$ cat src/rtl/rv32i_encoder.sv
// Streaming RV32I encoder: symbolic request in, packed 32-bit instruction word out, valid/ready on both sides.
// Define ENCODER_PSEUDO_EN to build the LI pseudo-op (op 39) and its two-word LI2 sequence.
module rv32i_encoder (
  input  logic        i_clk,
  input  logic        i_rst_n,
  input  logic        i_req_valid,
  output logic        o_req_ready,
  input  logic [5:0]  i_req_op,
  input  logic [4:0]  i_req_rd,
  input  logic [4:0]  i_req_rs1,
  input  logic [4:0]  i_req_rs2,
  input  logic [31:0] i_req_imm,
  output logic        o_inst_valid,
  input  logic        i_inst_ready,
  output logic [31:0] o_inst,
  output logic        o_err
);

  localparam logic [6:0] OPC_LUI    = 7'b0110111;
  localparam logic [6:0] OPC_AUIPC  = 7'b0010111;
  localparam logic [6:0] OPC_JAL    = 7'b1101111;
  localparam logic [6:0] OPC_JALR   = 7'b1100111;
  localparam logic [6:0] OPC_BRANCH = 7'b1100011;
  localparam logic [6:0] OPC_LOAD   = 7'b0000011;
  localparam logic [6:0] OPC_STORE  = 7'b0100011;
  localparam logic [6:0] OPC_OPIMM  = 7'b0010011;
  localparam logic [6:0] OPC_OP     = 7'b0110011;
  localparam logic [6:0] F7_ALT     = 7'b0100000;

  typedef enum logic [3:0] {
    FMT_BAD, FMT_U, FMT_J, FMT_I, FMT_B, FMT_S, FMT_SH, FMT_R, FMT_SYS, FMT_LI
  } fmt_t;

  fmt_t        fmt;
  logic [6:0]  opc;
  logic [2:0]  f3;
  logic [6:0]  f7;
  logic [31:0] sys_word;

  logic        enc_legal;
  logic [31:0] enc_word;
  logic        enc_li2;

  logic        fits12, fits13, fits21;
  logic        accept, take, in_li2;

  assign fits12 = (i_req_imm[31:11] == '0) || (i_req_imm[31:11] == '1);
  assign fits13 = (i_req_imm[31:12] == '0) || (i_req_imm[31:12] == '1);
  assign fits21 = (i_req_imm[31:20] == '0) || (i_req_imm[31:20] == '1);

  // Selector decode: format class plus the fixed opcode/funct fields.
  always_comb begin
    fmt      = FMT_BAD;
    opc      = '0;
    f3       = '0;
    f7       = '0;
    sys_word = '0;
    case (i_req_op)
      6'd0:  begin fmt = FMT_U; opc = OPC_LUI;   end
      6'd1:  begin fmt = FMT_U; opc = OPC_AUIPC; end
      6'd2:  begin fmt = FMT_J; opc = OPC_JAL;   end
      6'd3:  begin fmt = FMT_I; opc = OPC_JALR;  end
      6'd4:  begin fmt = FMT_B; opc = OPC_BRANCH; f3 = 3'b000; end
      6'd5:  begin fmt = FMT_B; opc = OPC_BRANCH; f3 = 3'b001; end
      6'd6:  begin fmt = FMT_B; opc = OPC_BRANCH; f3 = 3'b100; end
      6'd7:  begin fmt = FMT_B; opc = OPC_BRANCH; f3 = 3'b101; end
      6'd8:  begin fmt = FMT_B; opc = OPC_BRANCH; f3 = 3'b110; end
      6'd9:  begin fmt = FMT_B; opc = OPC_BRANCH; f3 = 3'b111; end
      6'd10: begin fmt = FMT_I; opc = OPC_LOAD; f3 = 3'b000; end
      6'd11: begin fmt = FMT_I; opc = OPC_LOAD; f3 = 3'b001; end
      6'd12: begin fmt = FMT_I; opc = OPC_LOAD; f3 = 3'b010; end
      6'd13: begin fmt = FMT_I; opc = OPC_LOAD; f3 = 3'b100; end
      6'd14: begin fmt = FMT_I; opc = OPC_LOAD; f3 = 3'b101; end
      6'd15: begin fmt = FMT_S; opc = OPC_STORE; f3 = 3'b000; end
      6'd16: begin fmt = FMT_S; opc = OPC_STORE; f3 = 3'b001; end
      6'd17: begin fmt = FMT_S; opc = OPC_STORE; f3 = 3'b010; end
      6'd18: begin fmt = FMT_I; opc = OPC_OPIMM; f3 = 3'b000; end
      6'd19: begin fmt = FMT_I; opc = OPC_OPIMM; f3 = 3'b010; end
      6'd20: begin fmt = FMT_I; opc = OPC_OPIMM; f3 = 3'b011; end
      6'd21: begin fmt = FMT_I; opc = OPC_OPIMM; f3 = 3'b100; end
      6'd22: begin fmt = FMT_I; opc = OPC_OPIMM; f3 = 3'b110; end
      6'd23: begin fmt = FMT_I; opc = OPC_OPIMM; f3 = 3'b111; end
      6'd24: begin fmt = FMT_SH; opc = OPC_OPIMM; f3 = 3'b001; end
      6'd25: begin fmt = FMT_SH; opc = OPC_OPIMM; f3 = 3'b101; end
      6'd26: begin fmt = FMT_SH; opc = OPC_OPIMM; f3 = 3'b101; f7 = F7_ALT; end
      6'd27: begin fmt = FMT_R; opc = OPC_OP; f3 = 3'b000; end
      6'd28: begin fmt = FMT_R; opc = OPC_OP; f3 = 3'b000; f7 = F7_ALT; end
      6'd29: begin fmt = FMT_R; opc = OPC_OP; f3 = 3'b001; end
      6'd30: begin fmt = FMT_R; opc = OPC_OP; f3 = 3'b010; end
      6'd31: begin fmt = FMT_R; opc = OPC_OP; f3 = 3'b011; end
      6'd32: begin fmt = FMT_R; opc = OPC_OP; f3 = 3'b100; end
      6'd33: begin fmt = FMT_R; opc = OPC_OP; f3 = 3'b101; end
      6'd34: begin fmt = FMT_R; opc = OPC_OP; f3 = 3'b101; f7 = F7_ALT; end
      6'd35: begin fmt = FMT_R; opc = OPC_OP; f3 = 3'b110; end
      6'd36: begin fmt = FMT_R; opc = OPC_OP; f3 = 3'b111; end
      6'd37: begin fmt = FMT_SYS; sys_word = 32'h0000_0073; end
      6'd38: begin fmt = FMT_SYS; sys_word = 32'h0010_0073; end
`ifdef ENCODER_PSEUDO_EN
      6'd39: fmt = FMT_LI;
`endif
      default: fmt = FMT_BAD;
    endcase
  end

`ifdef ENCODER_PSEUDO_EN
  logic [31:0] imm_round;
  // LUI part is rounded so the sign-extended low 12 bits of the ADDI land on imm.
  assign imm_round = i_req_imm + 32'h0000_0800;
`endif

  // Field packing and immediate legality.
  always_comb begin
    enc_legal = 1'b0;
    enc_word  = '0;
    enc_li2   = 1'b0;
    case (fmt)
      FMT_U: begin
        enc_legal = (i_req_imm[11:0] == '0);
        enc_word  = {i_req_imm[31:12], i_req_rd, opc};
      end
      FMT_J: begin
        enc_legal = fits21 && !i_req_imm[0];
        enc_word  = {i_req_imm[20], i_req_imm[10:1], i_req_imm[11], i_req_imm[19:12],
                     i_req_rd, opc};
      end
      FMT_I: begin
        enc_legal = fits12;
        enc_word  = {i_req_imm[11:0], i_req_rs1, f3, i_req_rd, opc};
      end
      FMT_B: begin
        enc_legal = fits13 && !i_req_imm[0];
        enc_word  = {i_req_imm[12], i_req_imm[10:5], i_req_rs2, i_req_rs1, f3,
                     i_req_imm[4:1], i_req_imm[11], opc};
      end
      FMT_S: begin
        enc_legal = fits12;
        enc_word  = {i_req_imm[11:5], i_req_rs2, i_req_rs1, f3, i_req_imm[4:0], opc};
      end
      FMT_SH: begin
        enc_legal = (i_req_imm[31:5] == '0);
        enc_word  = {f7, i_req_imm[4:0], i_req_rs1, f3, i_req_rd, opc};
      end
      FMT_R: begin
        enc_legal = 1'b1;
        enc_word  = {f7, i_req_rs2, i_req_rs1, f3, i_req_rd, opc};
      end
      FMT_SYS: begin
        enc_legal = 1'b1;
        enc_word  = sys_word;
      end
`ifdef ENCODER_PSEUDO_EN
      FMT_LI: begin
        enc_legal = 1'b1;
        if (fits12) begin
          enc_word = {i_req_imm[11:0], 5'd0, 3'b000, i_req_rd, OPC_OPIMM};
        end else begin
          enc_word = {imm_round[31:12], i_req_rd, OPC_LUI};
          enc_li2  = (i_req_imm[11:0] != '0);
        end
      end
`endif
      default: enc_legal = 1'b0;
    endcase
  end

  assign take = o_inst_valid && i_inst_ready;

`ifdef ENCODER_PSEUDO_EN
  typedef enum logic {IDLE, LI2} state_t;
  state_t      state, state_next;
  logic [4:0]  li_rd;
  logic [11:0] li_lo;

  assign in_li2 = (state == LI2);

  always_comb begin
    state_next = state;
    case (state)
      IDLE:    if (accept && enc_legal && enc_li2) state_next = LI2;
      LI2:     if (take) state_next = IDLE;
      default: state_next = IDLE;
    endcase
  end

  always_ff @(posedge i_clk or negedge i_rst_n) begin
    if (!i_rst_n) begin
      state <= IDLE;
      li_rd <= '0;
      li_lo <= '0;
    end else begin
      state <= state_next;
      if (accept) begin
        li_rd <= i_req_rd;
        li_lo <= i_req_imm[11:0];
      end
    end
  end
`else
  assign in_li2 = 1'b0;
`endif

  always_comb begin
    o_req_ready = i_rst_n && !in_li2 && (!o_inst_valid || i_inst_ready);
  end

  assign accept = i_req_valid && o_req_ready;

  // A rejected request also retires the current word, since accept implies it was taken.
  always_ff @(posedge i_clk or negedge i_rst_n) begin
    if (!i_rst_n) begin
      o_inst_valid <= 1'b0;
      o_inst       <= '0;
      o_err        <= 1'b0;
    end else begin
      o_err <= 1'b0;
      if (accept) begin
        if (enc_legal) begin
          o_inst       <= enc_word;
          o_inst_valid <= 1'b1;
        end else begin
          o_inst_valid <= 1'b0;
          o_err        <= 1'b1;
        end
`ifdef ENCODER_PSEUDO_EN
      end else if (in_li2 && take) begin
        o_inst       <= {li_lo, li_rd, 3'b000, li_rd, OPC_OPIMM};
        o_inst_valid <= 1'b1;
`endif
      end else if (take) begin
        o_inst_valid <= 1'b0;
      end
    end
  end

endmodule

$ cat config.mk
export PLATFORM = sky130hd
export DESIGN_NAME = rv32i_encoder
export DESIGN_NICKNAME = d
export VERILOG_FILES = /design/src/rtl/rv32i_encoder.sv
export SDC_FILE = /design/constraint.sdc
export NUM_CORES = 1
export LEC_CHECK = 0
export ABC_AREA = 1
export CAP_MARGIN = 20
export CORE_ASPECT_RATIO = 0.5
export CORE_MARGIN = 2
export CORE_UTILIZATION = 33
export DETAILED_ROUTE_END_ITERATION = 7
export MAX_ROUTING_LAYER = met4
export PLACE_DENSITY = 0.73
export REMOVE_ABC_BUFFERS = 1
export SYNTH_ARGS = -nofsm -noshare
export SYNTH_HDL_FRONTEND = slang
export SYNTH_SLANG_ARGS = --single-unit
$ cat constraint.sdc
create_clock -name i_clk -period 1.5 [get_ports i_clk]
set_input_delay 0.225 -clock i_clk [delete_from_list [all_inputs] [get_ports i_clk]]
set_output_delay 0.225 -clock i_clk [all_outputs]
set_load 0.005 [all_outputs]
Word-level counts from Yosys, hierarchy flattened:

Cells that the tools add are included.

* reductions and logical operators: 38
* eq/ne operators: 49
* muxes and demuxes: 12

Operators by type and width (number)
* 32-bit case mux with 8 select lines: 1
* 6-bit by 5-bit equality test with 1-bit output (second input constant): 16
* 7-bit case mux with 9 select lines: 1
* 6-bit by 4-bit equality test with 1-bit output (second input constant): 8
* 6-bit equality test (second input constant): 7
* 21-bit case mux with 2 select lines: 1
* 4-bit case mux with 8 select lines: 1
* 27-bit logical NOT: 1
* 6-bit by 3-bit equality test with 1-bit output (second input constant): 4
* 12-bit logical NOT: 2
* 21-bit equality test (second input constant): 1
* 21-bit logical NOT: 1
* 3-bit case mux with 7 select lines: 1
* 20-bit equality test (second input constant): 1
* 20-bit logical NOT: 1
* 4-bit by 3-bit equality test with 1-bit output (second input constant): 4
* 3-bit OR reduction: 5
* 12-bit equality test (second input constant): 1
* 6-bit by 2-bit equality test with 1-bit output (second input constant): 2
* 12-bit OR reduction: 1
* 6-bit OR reduction: 2
* 10-bit OR reduction: 1
* 2-bit OR reduction: 5
* 5-bit OR reduction: 2
* other kinds (15): 29

* flip-flop bits (word level): 34
* word-level logic and storage cells: 102
* input port bits: 57

Depth between registers and ports, before layout:

* depth in word-level cells: 8
* mapped depth: 15
* depth with buffers taken out: 14

Worst setup path after synthesis:

Ideal clock, no wire load.

* path kind: in2reg
* from: input port i_req_op[5]
* to: register o_inst_valid
* slack: -0.086 ns
* stages on the path: 10
* arrival time: 1.463 ns
* cells stage by stage: nor2_1 buf_2 nand2_2 inv_2 nand3_1 nand3_1 nand2_1 o21ai_2 buf_4 o21ai_1

* cells in the longest elaborated chain, start to end: 8
* elaborated cells between the ends (all ways): 60

Ends and longest elaborated chain
* start, declared: RTL line 8 `input logic [5:0] i_req_op,`
* 6-bit by 5-bit equality test with 1-bit output, or another cell as far along: RTL line 58 `case (i_req_op)`
* 12-bit OR reduction (no line), or another cell as far along
* 4-bit case mux with 8 select lines (*): RTL line 58
* 4-bit equality test, or another cell as far along: RTL line 116 `case (fmt)`
* 2-bit OR reduction (no line)
* 1-bit case mux with 6 select lines (*): RTL line 116
* 1-bit two-way mux (*): RTL line 217 `if (enc_legal) begin`
* 1-bit two-way mux (*): RTL line 216 `if (accept) begin`
* end signal, assigned: RTL line 219 `o_inst_valid <= 1'b1;`
* end signal, assigned: RTL line 221 `o_inst_valid <= 1'b0;`
* end signal, assigned: RTL line 230 `o_inst_valid <= 1'b0;`
* end, declared: RTL line 13 `output logic o_inst_valid,`

Mark *: on every way between the ends. The rest lies on a longest branch, timed or not.
A chain may end at the register's enable or synchronous reset.

Final worst setup path:

* from: input port i_req_op[0]
* to: register o_inst[27]

* cells in the longest elaborated chain, start to end: 7
* elaborated cells between the ends (all ways): 60

Ends and longest elaborated chain
* 6-bit by 5-bit equality test with 1-bit output, or another cell as far along: RTL line 58
* 12-bit OR reduction (no line), or another cell as far along
* 4-bit case mux with 8 select lines (*): RTL line 58
* 4-bit equality test, or another cell as far along: RTL line 116
* 2-bit OR reduction (no line)
* 1-bit case mux with 6 select lines: RTL line 116
* 2-bit AND reduction (no line)
* end signal, assigned: RTL line 218 `o_inst <= enc_word;`
* end, declared: RTL line 15 `output logic [31:0] o_inst,`

Marked as above.

==> results.cfg <==
[run_status]
status = finished, violations left
violations = DRC, setup timing

[sta]
final_max_slew_viol_count = 0
worst_slew_pin_slew_ns = 0.451
clock_skew_ns = 0.00154
period_share = 1.03
slew_headroom = 0.700
rsz0062_at_grt = true
setup_ws_ns = -0.0482
setup-tns-final_ns = -0.775
finalHoldViolations = 0
finalSetupViolations = 26
fmax_mhz = 646
min_period_ns = 1.55

[drt]
routed_wl_mm = 13.2
viasPerCell = 5.26
detail-route-antenna-nets = 0
post-route-drc-count = 2
drtPass1Iterations = 8
routedWlPerCell_um = 16.5
route.vias.total = 4199
drt-initial-drc-count = 384

[clock_network]
clock-sinks = 33
cts_tree = built
cts_root_buf = clkbuf_16
worstSkewPairLatency_ns = 0.28
cts_buffers = 5
h-tree-depth = 2
clkSlewWorstSetupHoldPaths_ns = 0.06
ctsHoldBuffers = 0
clock_path_buffers = 2

[global_routing]
grt_overflow = 0
antenna_found_initial = 0
grt_pass1_wl_mm = 20.3
grt_pass1_vias = 4209
grt_max_degree = 34
grt_use_total = 0.278

[critical_path]
crit_slowest_cell = nor2_2
r2r_cells = 7
cp-end-kind = register
cp_max_fo = 6
start_kind = primary input
path_depth = 15
crit_family = simple AND/OR/NAND/NOR gates
cpPeakStageDelay_ns = 0.20
worst-setup-path-type = in -> reg
crit_chain = buf_6 > inv_4 > nor2_2 > nand3_1 > nand3_1 > inv_2 > nand3_2 > nand2_1 > nand2_2 > inv_2 > nand2_4 > buf_12 > buf_12 > nand3_1 > nand2_1
worstPathRequired_ns = 1.72
critPathArrivalTime_ns = 1.77
path_buf_inv = 6
cp_common_cell = nand3_1

[floorplan]
core_um2 = 8140
rows = 23
die_y_um = 69.4
die_w_um = 135
die_area_um2 = 9350
initial_core_util = 0.346
io_pins = 92

[power]
ir_drop_uv = 457
leakagePower_nw = 2.71
powerDensity_nw_per_um2 = 760

[synth]
syn_inst = 487
ys_seq_area_frac = 0.293
yosys-top-cells-area = dfrtp_1 (29%), nand2_1 (25%), nand3_1 (12%)
ys_types = 31
yosys_warnings = 0
synth-seq-cells = 33
synth_top_cell_area_share = 0.293
ys.flop_type = dfrtp_1
syn_area_per_cell_um2 = 5.79
syn_area_um2 = 2820
async_reset_ff_frac = 1.00
yosys.area.top_type = dfrtp_1
synth_edf_count = 0

[place]
post-place-ws_ns = -0.872
io_buffers = 91
dp.final_hpwl_mm = 8.58
place_congestion = 0.980

[worst_hold_path]
hp-class = in -> async

[cells_and_area]
nets = 742
drive_gt1_frac = 0.398
area_growth_pct = 93.9
antenna_cells = 0
filler_cell_count = 655

[flow_run]
maxCapViolations = 0
==> registers in the layout (all words and copies together) (netlist names) <==
register / flops
o_inst_valid: 1
o_inst: 31
o_err: 1
==> cell usage in the layout (no fill, tap or decap), types with 2 or more instances in the layout <==
cell type and count:
o21ai_2 3, nand3_4 7, inv_4 5, buf_8 4
clkbuf_16 6, inv_2 6, dfrtp_1 33, nor2_2 16
nor2_1 37, nor3_1 7, a21boi_0 4, buf_2 14
o21ai_0 16, clkdlybuf4s15_1 2, a22oi_1 4, clkbuf_2 7
buf_12 5, buf_16 3, inv_1 21, nand2_2 25
clkdlybuf4s50_1 51, buf_4 98, buf_6 10, nand3_2 29
a21oi_1 16, nor2_4 14, dlygate4sd2_1 11, nand2_1 158
nand2_4 9, nand3_1 33, nand4_1 13
==> path summary, 6_finish.rpt <==
path | slack [ns] | startpoint | endpoint
max | -0.05 | i_req_op[0] | o_inst[27]$_DFFE_PN0P_
min | 0.20 | i_rst_n | o_inst[14]$_DFFE_PN0P_
max reg2reg | 0.05 | o_inst_valid$_DFFE_PN0P_ | o_inst[27]$_DFFE_PN0P_
min reg2reg | 0.47 | o_inst[25]$_DFFE_PN0P_ | o_inst[25]$_DFFE_PN0P_
max in group asynchronous | 0.99 | i_rst_n | o_inst[3]$_DFFE_PN0P_
min in group i_clk | 0.33 | i_req_imm[28] | o_inst[28]$_DFFE_PN0P_
==> cells in the mapped netlist, types with 4 or more instances <==
| library cell | n |
|---|---|
| a21oi_1 | 17 |
| nand3_1 | 69 |
| dfrtp_1 | 33 |
| inv_2 | 6 |
| nor3_1 | 8 |
| a21boi_0 | 4 |
| nor2_1 | 64 |
| buf_2 | 7 |
| a22oi_1 | 4 |
| inv_1 | 28 |
| nand4_1 | 13 |
| buf_4 | 5 |
| o21ai_0 | 17 |
| nand2_1 | 190 |
==> worst register-to-register path, cell delays in order, from the launching register on <==
cell and delay (ns):
dfrtp_1 0.37, inv_1 0.10, o21a_1 0.14, nand2_1 0.08, inv_1 0.19, buf_4 0.32
nand3_1 0.13, nand2_1 0.07
==> kinds of logic after synthesis <==
logic type             share of synthesized area
AO/OA/AOI/OAI                              0.103
AND/OR/NAND/NOR                            0.528
buffers and inverters                     0.0763
flip-flops                                 0.293
==> cell type report <==
class / count / area (µm²) / share of cell area
inverters: 34 / 153 / 0.0279
well taps: 112 / 140 / 0.0256
clock buffers: 7 / 143 / 0.0261
multi-input cells: 404 / 2320 / 0.424
clock inverters: 1 / 30.0 / 0.00549
flip-flops and latches: 33 / 826 / 0.151
repair buffers: 207 / 1860 / 0.340
==> metal layers <==
layer | vias to the layer above | routed length, µm | share of wire | global-route usage
met4 | 0 | 223 | 0.017 | 0.0795
met3 | 34 | 934 | 0.071 | 0.0417
li1 | 1990 | - | - | -
met2 | 192 | 6550 | 0.50 | 0.469
met5 | - | 0 | 0 | -
met1 | 1983 | 5460 | 0.41 | 0.348
==> power breakdown <==
group	internal, W	leakage, nW	switching [W]
clock	0.000830	0.0841	0.000401
sequential	0.00109	0.435	0.000115
combinational	0.000921	2.19	0.000795
==> what timing repair did <==
| action | 4_1_cts | 5_1_grt |
|---|---|---|
| resized for setup | 221 | 78 |
| setup endpoints to repair | 34 | 33 |
| gates cloned | 5 | 2 |
| hold endpoints to repair | 0 | 0 |
| buffers inserted | 14 | 6 |
| pin swaps | 48 | 49 |
==> through the flow <==
| step | instance area, µm² | hold slack (ns) | cells | util | power, W |
|---|---|---|---|---|---|
| floorplan | 2730 | -0.0706 | 471 | - | 0.00165 |
| global placement | 4520 | 0.455 | 765 | 0.555 | 0.00259 |
| detailed placement | 4520 | 0.458 | 765 | 0.555 | 0.00260 |
| CTS | 5260 | 0.224 | 792 | 0.646 | 0.00401 |
| global route | 5470 | 0.264 | 798 | 0.671 | 0.00434 |
| finish | 5470 | 0.200 | 798 | 0.671 | 0.00416 |
(Power assumes the default switching activity.)
